<file path="config.mk">
export PLATFORM = sky130hd
export DESIGN_NAME = bcd_share_arbiter
export DESIGN_NICKNAME = d
export VERILOG_FILES = /design/src/rtl/bcd_arb_pkg.sv /design/src/rtl/nibble_bcd_lut.sv /design/src/rtl/bcd_share_arbiter.sv
export SDC_FILE = /design/constraint.sdc
export NUM_CORES = 1
export LEC_CHECK = 0
export CORE_MARGIN = 5
export CORE_UTILIZATION = 45
export DETAILED_ROUTE_END_ITERATION = 8
export DONT_BUFFER_PORTS = 1
export PLACE_DENSITY = 0.63
export SLEW_MARGIN = 20
export SYNTH_ARGS = -nofsm -noshare
export SYNTH_HDL_FRONTEND = slang
export SYNTH_SLANG_ARGS = --single-unit
</file>
<file path="constraint.sdc">
create_clock -name clk -period 3.3 [get_ports clk]
set_clock_uncertainty 0.2 [all_clocks]
set_input_delay 0.495 -clock clk [delete_from_list [all_inputs] [get_ports clk]]
set_output_delay 0.495 -clock clk [all_outputs]
set_load 0.01 [all_outputs]
</file>
<file path="src/rtl/bcd_arb_pkg.sv">
`default_nettype none
// ============================================================================
// Module   : bcd_arb_pkg
// Purpose  : Shared types and constants for the BCD share arbiter:
//            the arbiter FSM state encoding and the BCD digit width.
// Ports    : none (package)
// Revision : 1.0 - initial release
// ============================================================================
package bcd_arb_pkg;

  // Width of one BCD digit (and of one binary operand nibble).
  localparam int c_BCD_DIGIT_W = 4;

  typedef enum logic [1:0] {
    IDLE = 2'd0,
    CONV = 2'd1,
    RESP = 2'd2
  } arb_state_t;

endpackage : bcd_arb_pkg
`default_nettype wire

</file>
<file path="src/rtl/nibble_bcd_lut.sv">
`default_nettype none
// ============================================================================
// Module   : nibble_bcd_lut
// Purpose  : Combinational 4-bit binary to two-digit BCD converter.
//            A nibble never exceeds 15, so the tens digit is 0 or 1.
// Ports    : i_bin  - binary operand 0..15
//            o_bcd  - {tens, units} BCD result
// Revision : 1.0 - initial release
// ============================================================================
module nibble_bcd_lut
  import bcd_arb_pkg::*;
(
  input  logic [c_BCD_DIGIT_W-1:0]   i_bin,
  output logic [2*c_BCD_DIGIT_W-1:0] o_bcd
);

  logic                     w_ge10;
  logic [c_BCD_DIGIT_W-1:0] w_units;

  assign w_ge10  = (i_bin >= 4'd10);
  assign w_units = w_ge10 ? (i_bin - 4'd10) : i_bin;
  assign o_bcd   = {{(c_BCD_DIGIT_W-1){1'b0}}, w_ge10, w_units};

endmodule : nibble_bcd_lut
`default_nettype wire

</file>
<file path="src/rtl/bcd_share_arbiter.sv">
`default_nettype none
// ============================================================================
// Module   : bcd_share_arbiter
// Purpose  : Shares one nibble-to-BCD converter among N_REQ requesters.
//            IDLE arbitrates and issues a one-cycle grant, CONV registers
//            the conversion, RESP presents the result until accepted.
//            Round-robin arbitration by default; defining the macro
//            BCD_ARB_FIXED_PRIO_EN selects fixed priority (lowest index).
// Ports    : clk, rst_n   - clock, asynchronous active-low reset
//            req          - level request per requester
//            bin_in       - operands, requester i on [4i+3:4i]
//            gnt          - one-hot grant pulse
//            bcd_out      - {tens, units} result
//            out_valid    - result valid
//            out_id       - requester owning the result
//            out_ready    - consumer accepts result
//            busy         - FSM not in IDLE
// Revision : 1.0 - initial release
// ============================================================================
module bcd_share_arbiter
  import bcd_arb_pkg::*;
#(
  parameter int N_REQ = 4,
  parameter int IDW   = $clog2(N_REQ)
) (
  input  logic                 clk,
  input  logic                 rst_n,
  input  logic [N_REQ-1:0]     req,
  input  logic [4*N_REQ-1:0]   bin_in,
  output logic [N_REQ-1:0]     gnt,
  output logic [7:0]           bcd_out,
  output logic                 out_valid,
  output logic [IDW-1:0]       out_id,
  input  logic                 out_ready,
  output logic                 busy
);

  arb_state_t               r_state;
  arb_state_t               w_state_nxt;
  logic                     w_take;
  logic [IDW-1:0]           w_win;
  logic [IDW-1:0]           w_idx;
  logic [c_BCD_DIGIT_W-1:0] r_opnd;
  logic [IDW-1:0]           r_id;
  logic [7:0]               r_bcd;
  logic [7:0]               w_lut_bcd;
`ifndef BCD_ARB_FIXED_PRIO_EN
  logic [IDW-1:0]           r_last;
`endif

  // --------------------------------------------------------------------------
  // Winner selection. Both loops run from the lowest-priority candidate to
  // the highest so the last match seen is the winner (no found-flag needed).
  // --------------------------------------------------------------------------
  always_comb begin
    w_win = '0;
    w_idx = '0;
`ifdef BCD_ARB_FIXED_PRIO_EN
    for (int i = N_REQ - 1; i >= 0; i--) begin
      w_idx = IDW'(i);
      if (req[w_idx]) w_win = w_idx;
    end
`else
    // Search order is r_last+1, r_last+2, ... so k=1 has highest priority.
    for (int k = N_REQ; k >= 1; k--) begin
      w_idx = IDW'((int'(r_last) + k) % N_REQ);
      if (req[w_idx]) w_win = w_idx;
    end
`endif
  end

  // --------------------------------------------------------------------------
  // Next-state and grant logic
  // --------------------------------------------------------------------------
  always_comb begin
    w_state_nxt = r_state;
    w_take      = 1'b0;
    case (r_state)
      IDLE: begin
        if (|req) begin
          w_take      = 1'b1;
          w_state_nxt = CONV;
        end
      end
      CONV:    w_state_nxt = RESP;
      RESP:    if (out_ready) w_state_nxt = IDLE;
      default: w_state_nxt = IDLE;
    endcase
  end

  // Grant is combinational so it lands in the same cycle the operand is
  // captured; it is masked while reset is held so gnt reads 0 in reset.
  assign gnt = (w_take && rst_n) ? (N_REQ'(1) << w_win) : '0;

  // --------------------------------------------------------------------------
  // State and datapath registers
  // --------------------------------------------------------------------------
  always_ff @(posedge clk or negedge rst_n) begin
    if (!rst_n) begin
      r_state <= IDLE;
      r_opnd  <= '0;
      r_id    <= '0;
      r_bcd   <= '0;
`ifndef BCD_ARB_FIXED_PRIO_EN
      r_last  <= IDW'(N_REQ - 1);
`endif
    end else begin
      r_state <= w_state_nxt;
      if (w_take) begin
        // Operand slice base is w_win * 4 (digit width).
        r_opnd <= bin_in[{w_win, 2'b00} +: c_BCD_DIGIT_W];
        r_id   <= w_win;
      end
      if (r_state == CONV) r_bcd <= w_lut_bcd;
`ifndef BCD_ARB_FIXED_PRIO_EN
      if ((r_state == RESP) && out_ready) r_last <= r_id;
`endif
    end
  end

  nibble_bcd_lut u_lut (
    .i_bin (r_opnd),
    .o_bcd (w_lut_bcd)
  );

  assign bcd_out   = r_bcd;
  assign out_id    = r_id;
  assign out_valid = (r_state == RESP);
  assign busy      = (r_state != IDLE);

endmodule : bcd_share_arbiter
`default_nettype wire
</file>
; Yosys cells after proc, flatten, opt, wreduce, memory -nomap -nowiden
; Index checks and enable logic that the tools add are counted.
[classes]
n_shift = 2
eq_ne = 4
addsub = 5
n_lt_le_gt_ge = 5
muxes = 19
n_reduce_logical = 6
[op_table]
columns = cell, count
row1 = $shiftx A16 B5 Y4, 1
row2 = $lt A2 B3 Y1 const B, 4
row3 = $mux W2, 6
row4 = $bmux W1 S2, 4
row5 = $mux W4, 2
row6 = $mux W1, 6
row7 = $pmux W2 S3, 1
row8 = $add A2 B1 Y2 const B, 2
row9 = $add A2 B2 Y2 const B, 2
row10 = $ge A4 B4 Y1 const B, 1
row11 = $reduce_or A4 Y1, 1
row12 = $shl A1 B2 Y4 const A, 1
row13 = $sub A4 B4 Y4 const B, 1
row14 = $eq A2 B1 Y1 const B, 1
row15 = $eq A2 B2 Y1 const B, 1
row16 = $logic_and A1 B1 Y1, 2
row17 = $logic_not A2 Y1, 1
row18 = $ne A2 B1 Y1 const B, 1
row19 = $ne A2 B2 Y1 const B, 1
row20 = $reduce_and A2 Y1, 1
row21 = $reduce_bool A2 Y1, 1
[word_totals]
inputBits = 23
out_inout_bits = 16
elab_cells = 46
ff_bits = 15

; Depth between registers and ports, before layout
; Gate-level depths: netlist of run 1.
[depth]
ltp_word = 9
ltp_mapped = 6
mapped_depth_nobuf = 5

; Hierarchy
; A second synthesis of run 1 with hierarchy kept.
[hier_totals]
hier_cells = 111
area_unflattened_um2 = 1077.3
[by_module_without_submodules]
columns = module, area_per_inst_um2, instances, seq_area_each_um2, cells_per_inst
row1 = bcd_share_arbiter, 975.9, 1, 452.9, 95
row2 = nibble_bcd_lut, 101.3, 1, 0.0, 16

; Worst setup path after synthesis of run 1
; No wires, ideal clock.
[synth_timing]
path_kind = flip-flop to output port
start = register r_last[1]
end = output gnt[0]
path_buffers = 1
path_stages_with_launch = 6
path_slack_ns = 1.118
arrival_time_ns = 1.487
t_required_ns = 2.605
path_cell_list = dfstp_2 > mux2i_1 > o21ai_1 > or2_2 > buf_2 > nor2_1
[synth_between]
elab_chain_cells = 9
word_cells_on_any_way = 18
cone_classes = 4 x add/sub / 1 x shift / 13 x mux
[synth_lines]
columns = element, line
row1 = start: declaration, bcd_share_arbiter.sv:48  ; logic [IDW-1:0] r_last;
row2 = start signal: assignment, bcd_share_arbiter.sv:105  ; r_last <= IDW'(N_REQ - 1);
row3 = start signal: assignment, bcd_share_arbiter.sv:116  ; if ((r_state == RESP) && out_ready) r_last <= r_id;
row4 = $add A2 B1 Y2, bcd_share_arbiter.sv:66  ; w_idx = IDW'((int'(r_last) + k) % N_REQ);
row5 = $bmux W1 S2, bcd_share_arbiter.sv:67  ; if (req[w_idx]) w_win = w_idx;
row6 = $mux W1 (implied by the code), bcd_share_arbiter.sv:67
row7 = $mux W2 (3 in a row), bcd_share_arbiter.sv:67
row8 = $mux W2 *, bcd_share_arbiter.sv:67
row9 = $shl A1 B2 Y4 *, bcd_share_arbiter.sv:93  ; assign gnt = (w_take && rst_n) ? (N_REQ'(1) << w_win) : '0;
row10 = $mux W4 *, bcd_share_arbiter.sv:93
row11 = end: declaration, bcd_share_arbiter.sv:30  ; output logic [N_REQ-1:0] gnt,
; Mark *: on every way between the ends. The rest lies on a longest branch, timed or not. The select of a mux whose other input is x is not followed.

; Worst setup path in the final report of run 1
; Ends and elaborated chain as after synthesis.

==> flow_summary_export.csv, run 1 <==
group,metric,value,unit
run_status,status,"completed",
sta,max_slew_margin,0.559,
hold_path,min_path_type,"in2reg",
placement,post_dp_cell_area,922,um^2
synth,synth-adder-area-share,0.0136,
synth,synth_top_family_by_area,"simple AND/OR/NAND/NOR gates",
final_layout,drive_gt1_frac,0.146,
route,vias_per_cell,5.42,
setup_path,r2r_setup_slack,1140,ps
final_layout,final_cell_area,958,um^2
floorplan,die_x,55.3,um
sta,hold_slack,128,ps
sta,finalCriticalPeriod,2540,ps
route,drt_first_iter_violations,4,
setup_path,setup.worst_path.class,"reg2out",
sta,final.setup.worst_slack,763,ps
synth,syn_inst,95,
synth,synth_mux_area_frac,0.103,
floorplan,dieArea,3060,um^2
pwr,peakVddDrop,0.450,mV
floorplan,start_util,0.471,
setup_path,r2r-end,"r_opnd[0]$_DFFE_PN0N_",
route,vias,667,
sta,rsz0062_at_grt,"false",
clocking,cts.clk_slew.worst_paths,80,ps
sta,setup_viol,0,
synth,ys_warn_count,0,
floorplan,core-area,1960,um^2
route,dr.pass1.iters,3,
synth,synth-main-ff-cell,"dfrtp_1",
setup_path,crit_chain,"mux2i_1 > o21ai_1 > or2_2 > nor2_1",
synth,synth_compound_area_frac,0.167,
sta,period_share,0.769,
sta,maxSlewViolCount,0,
final_layout,mostFrequentLayoutCell,"dfrtp_1",
placement,hpwl,1.47,mm
grt,gr-total-overflow,0,
sta,max_freq,394,MHz
route,wl_per_cell,14.8,um
grt,grt_max_degree,16,
synth,synth_edf_count,0,
synth,syn_area,923,um^2
final_layout,stdcell_count,123,
setup_path,crit_slowest_cell,"dfstp_2",
sta,hold_viol,0,
placement,io_buffers,0,
grt,grt_pass1_vias,687,
final_layout,final_cell_mix,"dfrtp_1, nor2_1, a211oi_1, o21ai_0",
setup_path,cp-end-kind,"output pin",
clocking,ctsResizeCount,0,
hold_path,worstHoldPathCells,1,
clocking,clk_latency,270,ps
hold_path,hold_start,"out_ready",
setup_path,critPathMaxFanout,6,
final_layout,utilization,0.489,
sta,worst_pin_slew,659,ps
clocking,cts_buffer_depth,2,
route,antenna_left,0,
synth,synth_seq_area_share,0.409,
setup_path,start_kind,"flop",
floorplan,die_h,55.3,um
synth,synthDistinctLibCells,32,
pwr,power,0.873,mW
pwr,total_leakage_power,0.398,nW
synth,synth_xor_area_frac,0,
setup_path,crit_arrival,1840,ps
clocking,clkSinkCount,15,
clocking,cts_buffers,3,
pwr,power.density,911,nW/um^2
floorplan,ios,39,
synth,async_flop_share,1.00,
grt,antenna_found_initial,0,
route,wl,1.82,mm
clocking,post_cts_buffers,0,
synth,syn_avg_cell_area,9.72,um^2
synth,synth-seq-cells,15,
final_layout,nNetsFinal,121,
setup_path,slowest_delay,590,ps
route,drc_errors,0,
synth,synth-simple-area-share,0.245,
clocking,cts_root_buf,"clkbuf_4",
setup_path,crit_required,2600,ps
hold_path,whs_endpoint,"r_state[1]$_DFFE_PN0P_",
clocking,cts_tree,"built",
placement,dp_cells,118,
grt,grt_pass1_wl,3.03,mm
job,drv_cap,0,
placement,gp_routability_congestion,0.795,
setup_path,rr_worst_depth,5,
setup_path,timing.rr.start,"r_state[0]$_DFFE_PN0P_",
grt,grt.total_usage,0.123,
floorplan,rows,16,
placement,dpl_worst_slack,1060,ps
clocking,h-tree-depth,1,
sta,setup_tns,0,ps
final_layout,diodes,0,
final_layout,area_growth_syn_to_layout,3.79,%
==> routing by layer <==
metal / global-route usage / vias to the layer above / part of all wire / wire length [um]
met5: 0 / - / 0 / 0
met3: 0.0629 / 2 / 0.084 / 153
met2: 0.201 / 24 / 0.46 / 830
met4: 0.0208 / 0 / 0.0055 / 10
met1: 0.147 / 303 / 0.45 / 821
li1: - / 338 / - / -
==> cells by family after synthesis <==
group           after synthesis
compound gates               24
buf+inv                       9
mux                           9
fa+ha+maj                     1
other cells                   1
flops                        15
simple gates                 36
==> worst max-delay path, delay by kind of cell (launching register included) <==
kind	cells	cell delay [ps]
compound gates	1	170
flops	1	590
mux	1	190
simple gates	2	610
==> where the power goes <==
group / switching [mW] / total [mW] / internal (mW)
registers: 0.0997 / 0.386 / 0.286
logic: 0.213 / 0.388 / 0.175
clock network: 0.0532 / 0.100 / 0.0469
total: 0.365 / 0.873 / 0.508
==> synth_stat cells, types with 2 or more instances <==
cell type,number,area share
buf_4,3,0.024
nor3_1,2,0.011
nor2_1,12,0.049
a211oi_1,9,0.073
inv_1,3,0.012
nand3_1,2,0.011
nand2_1,3,0.012
dfstp_2,2,0.057
o21ai_0,6,0.033
nand2b_1,5,0.034
nor3b_1,4,0.033
dfrtp_1,13,0.35
a21oi_1,4,0.022
nand3b_1,2,0.016
mux2i_1,5,0.054
mux2_2,4,0.049
==> layout make-up <==
cell class	count	area, um^2
Clock buffer	4	26.3
Sequential cell	15	378
Fill cell	197	1000
Inverter	3	11.3
Multi-Input combinational cell	73	499
Timing Repair Buffer	1	10.0
Tap cell	27	33.8
==> registers in the layout (all words and copies together) (netlist names) <==
signal and cells:
out_id 2, r_opnd 4, r_last 2, bcd_out 5, r_state 2
==> repair_timing <==
action                                  4_1_cts  5_1_grt
hold buffers                                  1        0
hold endpoints to repair                     15        0
endpoints found under the setup margin        0        0
==> worst max-delay path by stage <==
| stage | start | end | slack (ps) | depth (start not counted) |
|---|---|---|---|---|
| floorplan | r_last[1]$_DFFE_PN1P_ | gnt[0] | 1120 | 5 |
| global placement | r_last[1]$_DFFE_PN1P_ | gnt[2] | 1090 | 4 |
| detailed placement | r_last[1]$_DFFE_PN1P_ | gnt[0] | 1060 | 4 |
| CTS | r_last[1]$_DFFE_PN1P_ | gnt[0] | 740 | 4 |
| global route | r_last[1]$_DFFE_PN1P_ | gnt[2] | 630 | 4 |
| finish | r_last[1]$_DFFE_PN1P_ | gnt[0] | 760 | 4 |
(Power assumes the default switching activity.)
==> run 2: changes to the inputs <==
Settings changed: PLACE_DENSITY 0.63 to 0.65.
Clock period 3.3 ns to 2.1 ns, I/O delays scaled along.
==> run 2 against run 1 <==
  * The run now ends with setup timing left
  * Core utilization increased by 8.1 points
  * Final cell count grew 7.3%
  * Sequential share of layout area shrank 5.6 points
==> flow_summary_export.csv, run 2 (synthesis gave the netlist of run 1 again) <==
group,metric,value,unit
final_layout,utilization,0.570,
pwr,combPwrFrac,0.520,
setup_path,r2r_setup_slack,40,ps
route,wl,2.23,mm
placement,io_buffers,0,
setup_path,start_kind,"flop",
sta,max_freq,457,MHz
route,dr.pass1.iters,3,
pwr,power,1.62,mW
pwr,power.share.clock,0.102,
sta,period_share,1.04,
sta,rsz0062_at_grt,"true",
clocking,cts_root_buf,"clkbuf_4",
final_layout,final_cell_mix,"dfrtp_1, buf_4, nor2_1, a211oi_1, o21ai_0",
floorplan,dieArea,3060,um^2
placement,hpwl,1.52,mm
setup_path,slowest_delay,570,ps
run_status,violations,"setup timing",
setup_path,critPathTopFamily,"flip-flops",
placement,dp_cells,121,
pwr,peakVddDrop,0.903,mV
job,drv_cap,0,
sta,worst_pin_slew,667,ps
floorplan,die_x,55.3,um
clocking,cts_buffers,3,
grt,antenna_found_initial,0,
sta,finalCriticalPeriod,2190,ps
setup_path,crit_slowest_cell,"dfstp_2",
final_layout,nNetsFinal,130,
floorplan,rows,16,
sta,final.setup.worst_slack,-89.0,ps
route,vias_per_cell,5.58,
grt,grt.total_usage,0.146,
final_layout,largest_reg_flops,5,
floorplan,die_h,55.3,um
placement,gp_routability_congestion,0.751,
pwr,seqPwrFrac,0.377,
clocking,h-tree-depth,1,
setup_path,cp-end-kind,"output pin",
setup_path,setup.worst_path.class,"reg2out",
route,drt_first_iter_violations,3,
sta,maxSlewViolCount,0,
route,antenna_left,0,
pwr,power.density,1450,nW/um^2
grt,grt_pass1_wl,3.46,mm
sta,setup_viol,4,
run_status,status,"finished, violations left",
clocking,cts.clk_slew.worst_paths,90,ps
final_layout,mostFrequentLayoutCell,"dfrtp_1",
grt,grt_max_degree,16,
final_layout,diodes,0,
floorplan,start_util,0.471,
sta,max_slew_margin,0.554,
pwr,power.switching,0.674,mW
final_layout,area_growth_syn_to_layout,21.0,%
setup_path,crit_chain,"o21ai_1 > a21boi_2 > nor3_2 > nand3b_1 > nor2_2",
pwr,internal-power,0.942,mW
pwr,swShare,0.417,
setup_path,worstPathBufferInverterCount,0,
route,wl_per_cell,16.9,um
route,vias,737,
sta,hold_viol,0,
route,drc_errors,0,
clocking,cts_tree,"built",
setup_path,critPathMaxFanout,4,
grt,gr-total-overflow,0,
clocking,cts_buffer_depth,2,
clocking,clk_latency,280,ps
setup_path,crit_arrival,1670,ps
setup_path,crit_required,1580,ps
hold_path,min_path_type,"in2reg",
floorplan,core-area,1960,um^2
floorplan,ios,39,
final_layout,stdcell_count,132,
clocking,clkSinkCount,15,
final_layout,drive_gt1_frac,0.371,
pwr,total_leakage_power,0.458,nW
grt,grt_pass1_vias,728,
-- run 2: changes by cell type in the layout (fill, tap and decap cells not counted), sizes merged --
cell / before / now
dlygate4sd3: 1 / 2
buf: 0 / 8
-- run 2: per-layer routing --
metal | part of all wire | GRT usage
met2 | 0.49 | 0.230
met5 | 0 | 0
met1 | 0.41 | 0.170
met3 | 0.063 | 0.0396
met4 | 0.031 | 0.104
-- run 2: final timing paths --
path / cells after the start / from / end
max: 5 / r_last[0]$_DFFE_PN1P_ / gnt[1]
min: 2 / bin_in[4] / r_opnd[0]$_DFFE_PN0N_
max reg2reg: 6 / r_last[1]$_DFFE_PN1P_ / r_opnd[1]$_DFFE_PN0N_
min reg2reg: 1 / r_opnd[0]$_DFFE_PN0N_ / bcd_out[0]$_DFFE_PN0N_
max in group asynchronous: 1 / rst_n / out_id[1]$_DFFE_PN0N_
min in group asynchronous: 1 / rst_n / bcd_out[2]$_DFFE_PN0N_
-- run 2: power by group through the flow --
| stage | registers, mW | logic [mW] | clock network (mW) |
|---|---|---|---|
| final | 0.610 | 0.840 | 0.166 |
| after global routing | 0.634 | 0.932 | 0.184 |
| after CTS | 0.604 | 0.749 | 0.174 |
| after detailed placement | 0.612 | 0.652 | 0 |
| after global placement | 0.604 | 0.638 | 0 |
| after floorplan | 0.573 | 0.562 | 0 |
-- run 2: cell type report --
type,count,area [um^2]
multi-input cells,73,588
repair buffers,10,80.1
inverters,3,11.3
fillers,196,845
well taps,27,33.8
clock buffers,4,26.3
flip-flops and latches,15,378
-- run 2: repair_timing --
action	CTS	global route
cloned	0	0
setup buffers	3	2
setup endpoints to repair	4	6
hold buffers	2	0
endpoints found under the hold margin	16	0
resized for setup	13	11
pin swaps	4	7
-- run 2: stage by stage --
step	hold WS, ps	setup TNS [ps]	setup slack, ps	cell area (um^2)
detailed placement	-180	0	42.6	945
finish	66.9	-283	-89.0	1120
CTS	65.1	-186	-70.8	1050
global route	63.3	-644	-199	1120
global placement	-180	0	93.7	945
floorplan	-181	0	98.3	931
